### src/rtl/core_status_pkg.sv
// core_status_pkg -- status codes and capture-state encoding shared by the
// core, the status logger and the bench.
//   status_t     : 2-bit per-instruction status code
//   cap_state_t  : capture FSM state of core_status_logger
//   is_terminal  : true for codes that end the program (overflow / end)
package core_status_pkg;

  typedef logic [1:0] status_t;

  localparam status_t R_TYPE_SUCCESS = 2'd0;
  localparam status_t I_TYPE_SUCCESS = 2'd1;
  localparam status_t MIPS_OVERFLOW  = 2'd2;
  localparam status_t MIPS_END       = 2'd3;

  typedef enum logic {
    ST_CAPTURE = 1'b0,
    ST_DONE    = 1'b1
  } cap_state_t;

  function automatic logic is_terminal(input status_t code);
    return (code == MIPS_OVERFLOW) || (code == MIPS_END);
  endfunction

endpackage

### src/rtl/status_fifo_mem.sv
// status_fifo_mem -- DEPTH x 2 status FIFO with wrap-bit pointers.
// Callers present already-accepted push/pop strobes; this block only stores,
// advances pointers and derives full/empty/count.
//   clk, rst_n        : clock, synchronous active-low reset
//   wr_en, wr_data    : accepted push and its code
//   rd_en             : accepted pop (never asserted while empty)
//   rd_data, rd_valid : registered pop result, valid for one cycle
//   full, empty, count: occupancy state derived from the pointers
module status_fifo_mem
  import core_status_pkg::*;
#(
  parameter int DEPTH = 128
) (
  input  logic                     clk,
  input  logic                     rst_n,
  input  logic                     wr_en,
  input  status_t                  wr_data,
  input  logic                     rd_en,
  output status_t                  rd_data,
  output logic                     rd_valid,
  output logic                     full,
  output logic                     empty,
  output logic [$clog2(DEPTH):0]   count
);

  localparam int AW = $clog2(DEPTH);

  status_t        mem_r [DEPTH];
  logic [AW:0]    wr_ptr_r;
  logic [AW:0]    rd_ptr_r;
  status_t        rd_data_r;
  logic           rd_valid_r;

  // Storage array; contents need no reset because the pointers define validity.
  always_ff @(posedge clk) begin
    if (wr_en) begin
      mem_r[wr_ptr_r[AW-1:0]] <= wr_data;
    end
  end

  // Pointer advance and registered read port; the MSB toggles on wrap.
  always_ff @(posedge clk) begin
    if (!rst_n) begin
      wr_ptr_r   <= '0;
      rd_ptr_r   <= '0;
      rd_data_r  <= R_TYPE_SUCCESS;
      rd_valid_r <= 1'b0;
    end else begin
      rd_valid_r <= rd_en;
      if (wr_en) begin
        wr_ptr_r <= wr_ptr_r + (AW+1)'(1);
      end
      if (rd_en) begin
        rd_data_r <= mem_r[rd_ptr_r[AW-1:0]];
        rd_ptr_r  <= rd_ptr_r + (AW+1)'(1);
      end
    end
  end

  assign empty    = (wr_ptr_r == rd_ptr_r);
  assign full     = (wr_ptr_r[AW] != rd_ptr_r[AW]) &&
                    (wr_ptr_r[AW-1:0] == rd_ptr_r[AW-1:0]);
  assign count    = wr_ptr_r - rd_ptr_r;
  assign rd_data  = rd_data_r;
  assign rd_valid = rd_valid_r;

endmodule

### src/rtl/core_status_logger.sv
// core_status_logger -- captures the core's per-instruction status stream into
// a FIFO, freezes capture once a terminal code (overflow / end) is seen, and
// keeps sticky drop/done flags plus optional per-type success counters.
// Optional feature macro: STATUS_LOG_CNT_EN (builds o_r_cnt / o_i_cnt logic;
// when undefined both counters are tied to 0).
//   i_clk, i_rst_n            : clock, synchronous active-low reset
//   i_status, i_status_valid  : status stream from the core
//   i_rd_en                   : pop request
//   o_rd_data, o_rd_valid     : popped code, 1-cycle valid pulse
//   o_empty, o_full, o_count  : FIFO occupancy
//   o_drop                    : sticky, a valid code was lost to a full FIFO
//   o_done, o_term_code       : sticky terminal flag and the terminal code
//   o_r_cnt, o_i_cnt          : R-type / I-type success counts (saturating)
module core_status_logger
  import core_status_pkg::*;
#(
  parameter int DEPTH = 128,
  parameter int CNT_W = 16
) (
  input  logic                    i_clk,
  input  logic                    i_rst_n,
  input  status_t                 i_status,
  input  logic                    i_status_valid,
  input  logic                    i_rd_en,
  output status_t                 o_rd_data,
  output logic                    o_rd_valid,
  output logic                    o_empty,
  output logic                    o_full,
  output logic [$clog2(DEPTH):0]  o_count,
  output logic                    o_drop,
  output logic                    o_done,
  output status_t                 o_term_code,
  output logic [CNT_W-1:0]        o_r_cnt,
  output logic [CNT_W-1:0]        o_i_cnt
);

  cap_state_t state_r;
  logic       done_r;
  status_t    term_code_r;
  logic       drop_r;

  logic       empty_s;
  logic       full_s;
  logic       gate_s;
  logic       pop_s;
  logic       push_s;
  logic       drop_evt_s;
  logic       term_evt_s;

  // Accept logic: a push may use the slot freed by a same-cycle pop, but a pop
  // on an empty FIFO never sees the same-cycle push (no bypass).
  always_comb begin
    gate_s     = i_status_valid & ~done_r;
    pop_s      = i_rd_en & ~empty_s;
    push_s     = gate_s & (~full_s | pop_s);
    drop_evt_s = gate_s & full_s & ~pop_s;
    term_evt_s = gate_s & is_terminal(i_status);
  end

  status_fifo_mem #(
    .DEPTH (DEPTH)
  ) u_fifo (
    .clk      (i_clk),
    .rst_n    (i_rst_n),
    .wr_en    (push_s),
    .wr_data  (i_status),
    .rd_en    (pop_s),
    .rd_data  (o_rd_data),
    .rd_valid (o_rd_valid),
    .full     (full_s),
    .empty    (empty_s),
    .count    (o_count)
  );

  // Capture FSM: a terminal code passing the done gate freezes capture, even
  // if the code itself was dropped for full. Only reset re-opens capture.
  always_ff @(posedge i_clk) begin
    if (!i_rst_n) begin
      state_r     <= ST_CAPTURE;
      done_r      <= 1'b0;
      term_code_r <= R_TYPE_SUCCESS;
    end else begin
      case (state_r)
        ST_CAPTURE: begin
          if (term_evt_s) begin
            state_r     <= ST_DONE;
            done_r      <= 1'b1;
            term_code_r <= i_status;
          end
        end
        ST_DONE: begin
          done_r <= 1'b1;
        end
        default: begin
          state_r     <= ST_DONE;
          done_r      <= 1'b1;
          term_code_r <= term_code_r;
        end
      endcase
    end
  end

  // Sticky drop flag.
  always_ff @(posedge i_clk) begin
    if (!i_rst_n) begin
      drop_r <= 1'b0;
    end else if (drop_evt_s) begin
      drop_r <= 1'b1;
    end
  end

`ifdef STATUS_LOG_CNT_EN
  localparam logic [CNT_W-1:0] CNT_MAX = {CNT_W{1'b1}};

  logic [CNT_W-1:0] r_cnt_r;
  logic [CNT_W-1:0] i_cnt_r;

  // Per-type success counters; they count every gated code, dropped or not.
  always_ff @(posedge i_clk) begin
    if (!i_rst_n) begin
      r_cnt_r <= '0;
      i_cnt_r <= '0;
    end else if (gate_s) begin
      if ((i_status == R_TYPE_SUCCESS) && (r_cnt_r != CNT_MAX)) begin
        r_cnt_r <= r_cnt_r + CNT_W'(1);
      end
      if ((i_status == I_TYPE_SUCCESS) && (i_cnt_r != CNT_MAX)) begin
        i_cnt_r <= i_cnt_r + CNT_W'(1);
      end
    end
  end

  assign o_r_cnt = r_cnt_r;
  assign o_i_cnt = i_cnt_r;
`else
  assign o_r_cnt = '0;
  assign o_i_cnt = '0;
`endif

  assign o_empty     = empty_s;
  assign o_full      = full_s;
  assign o_drop      = drop_r;
  assign o_done      = done_r;
  assign o_term_code = term_code_r;

endmodule

### config.mk
export PLATFORM = sky130hd
export DESIGN_NAME = core_status_logger
export DESIGN_NICKNAME = d
export VERILOG_FILES = /design/src/rtl/core_status_pkg.sv /design/src/rtl/status_fifo_mem.sv /design/src/rtl/core_status_logger.sv
export SDC_FILE = /design/constraint.sdc
export NUM_CORES = 1
export LEC_CHECK = 0
export CAP_MARGIN = 20
export CORE_UTILIZATION = 49
export CTS_CLUSTER_DIAMETER = 40
export DETAILED_ROUTE_END_ITERATION = 10
export DONT_BUFFER_PORTS = 1
export GPL_TIMING_DRIVEN = 1
export PLACE_DENSITY = 0.63
export SLEW_MARGIN = 20
export SYNTH_ARGS = -nofsm -noshare
export SYNTH_HDL_FRONTEND = slang
export SYNTH_SLANG_ARGS = --single-unit
export TNS_END_PERCENT = 50
### constraint.sdc
create_clock -name i_clk -period 3.98 [get_ports i_clk]
set_input_delay 0.995 -clock i_clk [delete_from_list [all_inputs] [get_ports i_clk]]
set_output_delay 0.995 -clock i_clk [all_outputs]
set_load 0.03 [all_outputs]
[Yosys cells after proc, flatten, opt, wreduce, memory -nomap -nowiden]
Memories as Yosys holds them, arrays and structs flattened. A register that Yosys moved wholly into a read port is not among the register bits.
Index checks and enable logic that the tools add are counted.
Word-level totals
  register bits after elaboration: 22
  bits in writable memories: 256
  input port bits: 6
  word-level logic and storage cells: 39
  memories: 1
Operators by class
  add/sub/neg operators: 3
  eq/ne operators: 6
  muxes and demuxes: 6
  bitwise operators: 12
  reductions and logical operators: 4
Memory list
  u_fifo.mem_r: depth 128, bits a word 2, rd ports 1, clocked after memory_dff 1, write ports 1, RTL line status_fifo_mem.sv:28  | status_t mem_r [DEPTH];
Operators by type and width (count)
  adder 8 x 1 -> 8 bit, second input constant: 2
  equality test 8 bit: 1
  subtractor 8 bit: 1
  equality test 7 bit: 1
  bitwise AND 1 bit: 6
  two-way mux 1 bit: 5
  NOT 1 bit: 5
  equality test 2 bit, second input constant: 2
  inequality test 2 bit, second input constant: 1
  one-hot mux 1 bit (2 select lines): 1
  AND reduction 2 bit: 1
  logical AND 1 bit: 1
  zero test 1 bit: 1
  logical OR 1 bit: 1
  inequality test 1 bit: 1
  bitwise OR 1 bit: 1

[Longest topological paths before layout]
Gate-level depths: netlist of the first run.
  word-level depth: 7
  gate-level depth with buffers: 11

[Modules after synthesis]
A second synthesis of the first run with hierarchy kept.
Second synthesis, totals
  cell total of the unflattened synthesis: 804
  area, all modules: 12205.5 um^2
By module, submodules not included
  status_fifo_mem: times used 1, cells each 751, area an instance 11752.5 um^2, seq. area each 8067.7 um^2
  core_status_logger: times used 1, cells each 53, area an instance 452.9 um^2, seq. area each 100.1 um^2

[Worst setup path before layout of the first run]
No wires, ideal clock.
  path kind: flip-flop to output port
  from: register u_fifo.rd_ptr_r[1]
  to: output o_count[7]
  arrival: 2.574 ns
  required time: 2.985 ns
  slack: 0.411 ns
  cell stages (with the launch flop): 11
  buffers on the path: 2
  cell sequence: dfxtp_1 > buf_2 > buf_2 > inv_2 > ha_1 > a21o_1 > a21o_1 > a21o_1 > a21oi_1 > o21ai_0 > xnor2_1
On the way
  longest elaborated chain between the ends: 1
Ends and longest elaborated chain
  start: declaration: RTL line status_fifo_mem.sv:30  | logic [AW:0] rd_ptr_r;
  start signal: assignment: RTL line status_fifo_mem.sv:55  | rd_ptr_r <= rd_ptr_r + (AW+1)'(1);
  subtractor 8 bit: RTL line status_fifo_mem.sv:63  | assign count = wr_ptr_r - rd_ptr_r;
  end: declaration: RTL line core_status_logger.sv:29  | output logic [$clog2(DEPTH):0] o_count,
Every way passes these cells.

[Worst setup path after layout of the first run]
  from: register u_fifo.wr_ptr_r[0]
  to: output o_count[6]
On the way
  longest elaborated chain between the ends: 1
Ends and longest elaborated chain
  start: declaration: RTL line status_fifo_mem.sv:29  | logic [AW:0] wr_ptr_r;
  start signal: assignment: RTL line status_fifo_mem.sv:51  | wr_ptr_r <= wr_ptr_r + (AW+1)'(1);
  subtractor 8 bit: RTL line status_fifo_mem.sv:63
Every way passes these cells.

==> results of run 1 <==
-- cell type report --
class / count / area [µm²] / area share
flip-flops and latches: 280 / 8170 / 0.598
clock inverters: 25 / 314 / 0.0230
multi-input cells: 482 / 3570 / 0.261
well taps: 324 / 405 / 0.0297
clock buffers: 42 / 987 / 0.0722
repair buffers: 19 / 180 / 0.0132
inverters: 11 / 41.3 / 0.00302
-- flip-flops by register name (all words and copies together) (netlist names), 2 cells and up --
signal and cells:
o_term_code 2, u_fifo.mem_r 256, u_fifo.rd_data 2, u_fifo.rd_ptr_r 8, u_fifo.wr_ptr_r 8
-- routing by layer --
metal,vias up,GRT usage,share of wire
met4,0,0.0953,0.036
met3,66,0.0359,0.062
met1,3507,0.302,0.42
met5,-,0,0
met2,294,0.352,0.48
li1,3042,-,-
-- worst register-to-register path: cells and delay by family (launching register included) --
| family | cells | cell delay [ns] |
|---|---|---|
| buffers and inverters | 2 | 0.50 |
| AND/OR/NAND/NOR | 6 | 1.42 |
| adder cells (fa/ha/maj) | 1 | 0.40 |
| flip-flops | 1 | 0.56 |
-- power by group --
group / internal (mW) / switching (mW)
Combinational: 0.401 / 0.542
Sequential: 3.23 / 0.0351
Clock: 2.20 / 1.27
Total: 5.83 / 1.85
-- cell usage after synthesis, types with 10 or more instances --
master    number  share of area
a22oi_1       15         0.0093
a21oi_1       14         0.0058
mux4_2        37          0.069
nor2_1       137          0.042
buf_4         34          0.021
nand2_1       47          0.015
dfxtp_1       24          0.040
nor2b_1       11         0.0057
edfxtp_1     256           0.63
and2_1        20          0.010
xnor2_1       18          0.013
nand3_1       24         0.0099
buf_2         12         0.0049
clkbuf_1      15         0.0046
mux2i_1       43          0.035
mux4_1        10          0.022
-- worst min path at each step --
stage	cells past startpoint	endpoint
2_1_floorplan	1	state_r
3_3_place_gp	1	state_r
3_5_place_dp	1	state_r
4_1_cts	1	state_r
5_1_grt	1	state_r
6_report	1	state_r
-- kinds of logic (layout without fill, tap and decap cells) --
family | count (synthesis) | after routing
AOI/OAI and AO/OA | 61 | 61
xor gates and xnor gates | 22 | 22
adders and majority gates | 10 | 10
buffers and inverters | 82 | 97
DFF | 280 | 280
muxes | 90 | 90
other | 1 | 32
and+or+nand+nor | 267 | 267
-- stage by stage --
stage	setup WS, ns	area (µm²)	util	cells
after global placement	0.867	12400	0.509	1116
after global routing	0.122	13700	0.562	1183
after detailed placement	0.803	12400	0.509	1116
after CTS	0.259	13700	0.562	1183
after floorplan	0.411	12300	-	844
final	0.262	13700	0.562	1183
==> flow_summary.ini, run 1 <==
[worst_setup_path]
worstReg2RegEnd = u_fifo.mem_r[89][0]
crit_end = o_count[6]
crit_path_start = u_fifo.wr_ptr_r[0]
arrival_ns = 2.72
cp.required_ns = 2.98
crit_fanout = 8
setup.worst_path.end_class = output port
crit_type = reg -> out
slowest_stage = dfxtp_1
r2r_slack_ns = 0.79
crit_buf_inv = 3
max_stage_delay_ns = 0.40
startpoint_type = flop
path_delay_family = compound AO/OA/AOI/OAI gates
cp.depth = 10
worst-r2r-cell-count = 9
r2r-start = u_fifo.rd_ptr_r[4]
crit_chain = inv_1, ha_1, inv_1, fa_1, a21o_1, a21oi_1, o21bai_1, a21oi_1, xnor2_1, buf_4

[synthesis]
seq_area_frac_synth = 0.673
ys_types = 49
async_flop_share = 0
synth_top_family_by_area = multiplexers
synth_seq_cells = 280
syn_area_um2 = 12100
synthCells = 813
synthMuxAreaShare = 0.126
synthXorXnorAreaFrac = 0.0159
synth-edff-count = 256
synth_compound_area_frac = 0.0339
syn-mean-instance-area_um2 = 14.9
yosys.area_share.adder = 0.0109
synth_warnings = 0
synth-simple-area-share = 0.0978
ys.flop_type = edfxtp_1

[timing]
finalSetupTns_ns = 0
skew_ns = 0.0216
hold_slack_ns = 0.496
setup_viol = 0
rsz0062_at_grt = no
fmax_mhz = 269
fin_crit_sh = 0.934
worstMarginPinSlew_ns = 1.05
fin_crit_ns = 3.72
slew_headroom = 0.297
finalMaxSlewViolations = 0
finalHoldViolCount = 0

[detailed_routing]
via_per_inst = 5.84
antenna_left = 0
drc_errors = 0
first_pass_iters = 5
vias = 6909
drt-total-wl_um = 27400
routedWlPerCell_um = 23.1
drt_iter0_drc = 657

[status]
outcome = finished, final reports clean

[pwr]
ir_drop_v = 0.000629
fin_total_pwr_mw = 7.68
p_per_area_nw_per_um2 = 561
power_leakage_nw = 4.42

[place]
gp_congestion = 0.832
hpwlAfterDp_um = 16500
io_buffers = 0

[floorplanning]
core_area_um2 = 24300
die_h_um = 159
dieArea_um2 = 25400
rows = 57
die_w_um = 159
start_util = 0.499
ioPinCount = 55

[clock_network]
post_cts_resized = 0
tritoncts = done
cts_inserted_buffers = 38
clk_pin_slew_ns = 0.05
insertion_delay_ns = 0.52
post_cts_buffers = 0
holdBufCountCts = 0
cts-root-buf = clkbuf_16
cts_sinks = 280
cts_max_level = 2
cts_buffer_depth = 3

[final_layout]
drive_gt1_frac = 0.143
syn2layout_area_growth_pct = 12.6
nFillCells = 1928
final_cell_mix = edfxtp_1 (256), nor2_1 (137), nand2_1 (47), mux2i_1 (43), clkbuf_16 (39)
layout_commonest_cell = edfxtp_1
layout.nets = 848
antenna_cells = 0

[global_route]
grt_usage = 0.221
grt_overflow = 0
antenna_found_initial = 0
grt_max_degree = 130
grt_pass1_wl_um = 41600
grt_pass1_vias = 6938

[worst_hold_path]
worstHoldStart = state_r
hold_path.class = reg -> reg

[run]
maxCapViolations = 0
(Power assumes the default switching activity.)
==> run 2: changes to the inputs <==
Settings changed: CORE_ASPECT_RATIO set to 0.75, SKIP_LAST_GASP set to 1.
==> run 2 against run 1 <==
  * Global-route usage is 0.32 points higher
  * Count of clock-buffer cells in the layout down 7
  * Clock power fell by 19%
  * Combinational power up 1%
  * Hold slack better by 0.012 ns
  * Critical path type unchanged
  * Critical endpoint is now o_count[7]
==> flow_summary.ini, run 2 (synthesized netlist as in run 1, its figures left out) <==
[status]
outcome = finished, final reports clean

[clock_network]
holdBufCountCts = 0
cts_sinks = 280
cts-root-buf = clkbuf_16
post_cts_buffers = 0
post_cts_resized = 0
clk_pin_slew_ns = 0.06
cts_buffer_depth = 3
cts_max_level = 1
tritoncts = done
insertion_delay_ns = 0.55
cts_inserted_buffers = 31

[floorplanning]
die_w_um = 184
core_area_um2 = 24200
ioPinCount = 55
start_util = 0.503
die_h_um = 138
dieArea_um2 = 25400
rows = 49

[worst_hold_path]
min_path_cells = 1
min_to = state_r
hold_path.class = reg -> reg
worstHoldStart = state_r

[worst_setup_path]
cp.required_ns = 2.98
arrival_ns = 2.88
r2r_slack_ns = 0.72
crit_type = reg -> out
crit_fanout = 10
setup.worst_path.end_class = output port
startpoint_type = flop
worst-r2r-cell-count = 9
r2r-start = u_fifo.rd_ptr_r[4]
worstReg2RegEnd = u_fifo.mem_r[73][1]

[timing]
skew_ns = 0.0136
finalHoldViolCount = 0
finalMaxSlewViolations = 0
fin_crit_ns = 3.88
fin_crit_sh = 0.974
slew_headroom = 0.307
fmax_mhz = 258
setup_viol = 0
finalSetupTns_ns = 0
worstMarginPinSlew_ns = 1.04
rsz0062_at_grt = no

[global_route]
antenna_found_initial = 0
grt_overflow = 0
grt_pass1_vias = 6825
grt_pass1_wl_um = 42300
grt_usage = 0.224
grt_max_degree = 130

[final_layout]
drive_gt1_frac = 0.137
largest_register_ffs = 256
nFillCells = 1958
layout_commonest_cell = edfxtp_1
final_util = 0.554
syn2layout_area_growth_pct = 10.3
antenna_cells = 0
layout.nets = 843
final_cell_mix = edfxtp_1 (256), nor2_1 (137), nand2_1 (47), mux2i_1 (43), mux4_2 (37)

[run]
maxCapViolations = 0

[detailed_routing]
drt_iter0_drc = 678
via_per_inst = 5.81
first_pass_iters = 5
drt-total-wl_um = 27700
drc_errors = 0
antenna_left = 0
vias = 6873
routedWlPerCell_um = 23.5

[pwr]
ir_drop_v = 0.000413
power_leakage_nw = 4.28
p_per_area_nw_per_um2 = 525

[place]
gp_congestion = 0.955
io_buffers = 0
hpwlAfterDp_um = 17400
-- run 2: how the worst max path moves through the flow --
stage                                  start  cells after the start          to  slack (ns)
after floorplan           u_fifo.rd_ptr_r[1]                     10  o_count[7]        0.41
after global placement    u_fifo.rd_ptr_r[1]                      9  o_count[7]        0.80
after CTS                 u_fifo.wr_ptr_r[1]                      8  o_count[7]        0.14
after global routing      u_fifo.wr_ptr_r[1]                      8  o_count[7]        0.02
after detailed placement  u_fifo.wr_ptr_r[1]                      8  o_count[7]        0.74
final                     u_fifo.wr_ptr_r[1]                      8  o_count[7]        0.10
-- run 2: metrics by stage --
stage	cells	hold WS [ns]	total power, mW	setup slack, ns	area [µm²]
after floorplan	844	0.465	4.11	0.411	12300
final	1182	0.508	7.03	0.103	13400
after global routing	1182	0.533	7.23	0.0212	13400
after detailed placement	1125	0.496	4.29	0.735	12400
after global placement	1125	0.476	4.28	0.798	12400
after CTS	1182	0.510	7.08	0.143	13400
-- run 2: layer usage --
layer / GRT usage / wire length, µm / vias to the layer above
met4: 0.0513 / 540 / 0
li1: - / - / 3025
met2: 0.341 / 12900 / 289
met3: 0.0421 / 1990 / 42
met1: 0.335 / 12400 / 3517
met5: 0 / 0 / -
-- run 2: report_power, final --
| group | total, mW | switching, mW | leakage (nW) | internal, mW |
|---|---|---|---|---|
| logic | 0.957 | 0.559 | 1.29 | 0.398 |
| clock network | 2.81 | 1.16 | 0.492 | 1.64 |
| registers | 3.27 | 0.0432 | 2.50 | 3.23 |
-- run 2: layout make-up --
| type | instances | area, µm² | area share |
|---|---|---|---|
| sequential | 280 | 8170 | 0.610 |
| multi-input combinational | 482 | 3570 | 0.267 |
| clock buffer | 35 | 791 | 0.0591 |
| tap | 331 | 414 | 0.0309 |
| clock inverter | 22 | 229 | 0.0171 |
| timing repair buffer | 21 | 170 | 0.0127 |
| inverter | 11 | 41.3 | 0.00308 |
-- run 2: worst max-delay path, cell delays in order, from the launching register on --
cell and delay (ns):
dfxtp_1 0.58, ha_1 0.34, a21o_1 0.18, a21o_1 0.19, a21o_1 0.18, a21oi_1 0.23
o21ai_0 0.23, xnor2_1 0.21, buf_4 0.18
==> run 3: changes to the inputs <==
Settings changed: CTS_CLUSTER_DIAMETER 40 to 60, HOLD_SLACK_MARGIN set to 0.06.
==> run 3 against run 2 <==
  * Flip-flop and latch count did not move
  * Final area fell by 0.57%
  * Critical path type unchanged
  * Largest cell class unchanged
  * Utilization fell by 0.32 points
==> flow_summary.ini, run 3 (synthesized netlist as in run 1, its figures left out) <==
[worst_hold_path]
min_path_cells = 1
hold_path.class = reg -> reg
worstHoldStart = state_r

[worst_setup_path]
crit_chain = ha_1, a21o_1, a21o_1, a21o_1, a21oi_1, o21ai_0, xnor2_1, buf_4
crit_fanout = 10
r2r-start = u_fifo.rd_ptr_r[4]
slowest_stage = dfxtp_1
crit_path_start = u_fifo.wr_ptr_r[1]
cp.depth = 8
max_stage_delay_ns = 0.59
path_delay_family = compound AO/OA/AOI/OAI gates
setup.worst_path.end_class = output port
cp.required_ns = 2.98
path_common_cell = a21o_1
crit_type = reg -> out
arrival_ns = 2.89
worst-r2r-cell-count = 9
startpoint_type = flop
crit_buf_inv = 1

[clock_network]
cts_inserted_buffers = 27
cts_buffer_depth = 3
cts_max_level = 1
clk_pin_slew_ns = 0.06
cts-root-buf = clkbuf_16
cts_sinks = 280
holdBufCountCts = 0
post_cts_resized = 0
tritoncts = done
insertion_delay_ns = 0.55
post_cts_buffers = 0

[run]
maxCapViolations = 0

[final_layout]
largest_register_ffs = 256
drive_gt1_frac = 0.127
syn2layout_area_growth_pct = 9.65
layout_commonest_cell = edfxtp_1
final_cell_mix = edfxtp_1 (256), nor2_1 (137), nand2_1 (47), mux2i_1 (43), mux4_2 (37)
final_util = 0.551
nFillCells = 1961
layout.nets = 839
antenna_cells = 0

[detailed_routing]
drt-total-wl_um = 27700
routedWlPerCell_um = 23.5
first_pass_iters = 5
vias = 6830
via_per_inst = 5.81
antenna_left = 0
drt_iter0_drc = 668
drc_errors = 0

[floorplanning]
dieArea_um2 = 25400
core_area_um2 = 24200
ioPinCount = 55
die_h_um = 138
rows = 49
start_util = 0.503
die_w_um = 184

[global_route]
antenna_found_initial = 0
grt_overflow = 0
grt_max_degree = 130
grt_pass1_wl_um = 42200
grt_usage = 0.223
grt_pass1_vias = 6749

[place]
gp_congestion = 0.955
post-place-ws_ns = 0.735
io_buffers = 0
hpwlAfterDp_um = 17400

[timing]
finalSetupTns_ns = 0
finalHoldViolCount = 0
fin_crit_sh = 0.976
skew_ns = 0.00828
finalMaxSlewViolations = 0
fin_ws_ns = 0.0967
worstMarginPinSlew_ns = 1.03
rsz0062_at_grt = no
fin_crit_ns = 3.88
hold_slack_ns = 0.508
fmax_mhz = 258
slew_headroom = 0.311
setup_viol = 0

[pwr]
p_per_area_nw_per_um2 = 520
ir_drop_v = 0.000369
power_leakage_nw = 4.25

[status]
outcome = finished, final reports clean
[run 3: cell types whose count changed in the layout (fill, tap and decap cells not counted), sizes merged]
cell / previous run / this run
bufinv: 3 / 5
clkinvlp: 3 / 0
inv: 13 / 11
clkinv: 14 / 8
clkbuf: 35 / 37
[run 3: worst reg2reg max path, cell delays in order, from the launching register on]
cell and delay (ns):
dfxtp_1 0.62, inv_1 0.22, ha_1 0.41, nand4_1 0.18, nor4_2 0.09, nand2b_1 0.22
nor2_1 0.23, nand2_1 0.47, buf_12 0.34, nor2_1 0.19
[run 3: path summary, 6_finish.rpt]
check                                           end  slack, ns
worst max register to register  u_fifo.mem_r[89][0]       0.70
worst min register to register              state_r       0.51
worst min-delay path                        state_r       0.51
worst max-delay path                     o_count[7]        0.1
[run 3: metrics by stage]
step | cell area (µm²) | cells | power [mW]
after CTS | 13300 | 1175 | 6.97
after global routing | 13300 | 1175 | 7.12
after detailed placement | 12400 | 1125 | 4.29
final | 13300 | 1175 | 6.93
after floorplan | 12300 | 844 | 4.11
after global placement | 12400 | 1125 | 4.28
[run 3: area by class of cell]
cell class | count | area [µm²] | area share
sequential | 280 | 8170 | 0.614
multi-input combinational | 482 | 3570 | 0.268
clock buffer | 37 | 733 | 0.0551
tap | 331 | 414 | 0.0311
clock inverter | 13 | 210 | 0.0158
timing repair buffer | 21 | 170 | 0.0128
inverter | 11 | 41.3 | 0.00310
[run 3: per-layer routing]
metal  track usage  up-vias  share of wire
li1              -     3012              -
met4        0.0461        0          0.017
met5             0        -              0
met3        0.0358       40          0.071
met2         0.343      283           0.47
met1         0.338     3495           0.45
[run 3: power by group]
group / internal [mW] / switching [mW] / leakage, nW / total, mW
sequential: 3.23 / 0.0429 / 2.50 / 3.27
combinational: 0.398 / 0.560 / 1.29 / 0.958
clock: 1.62 / 1.08 / 0.460 / 2.70
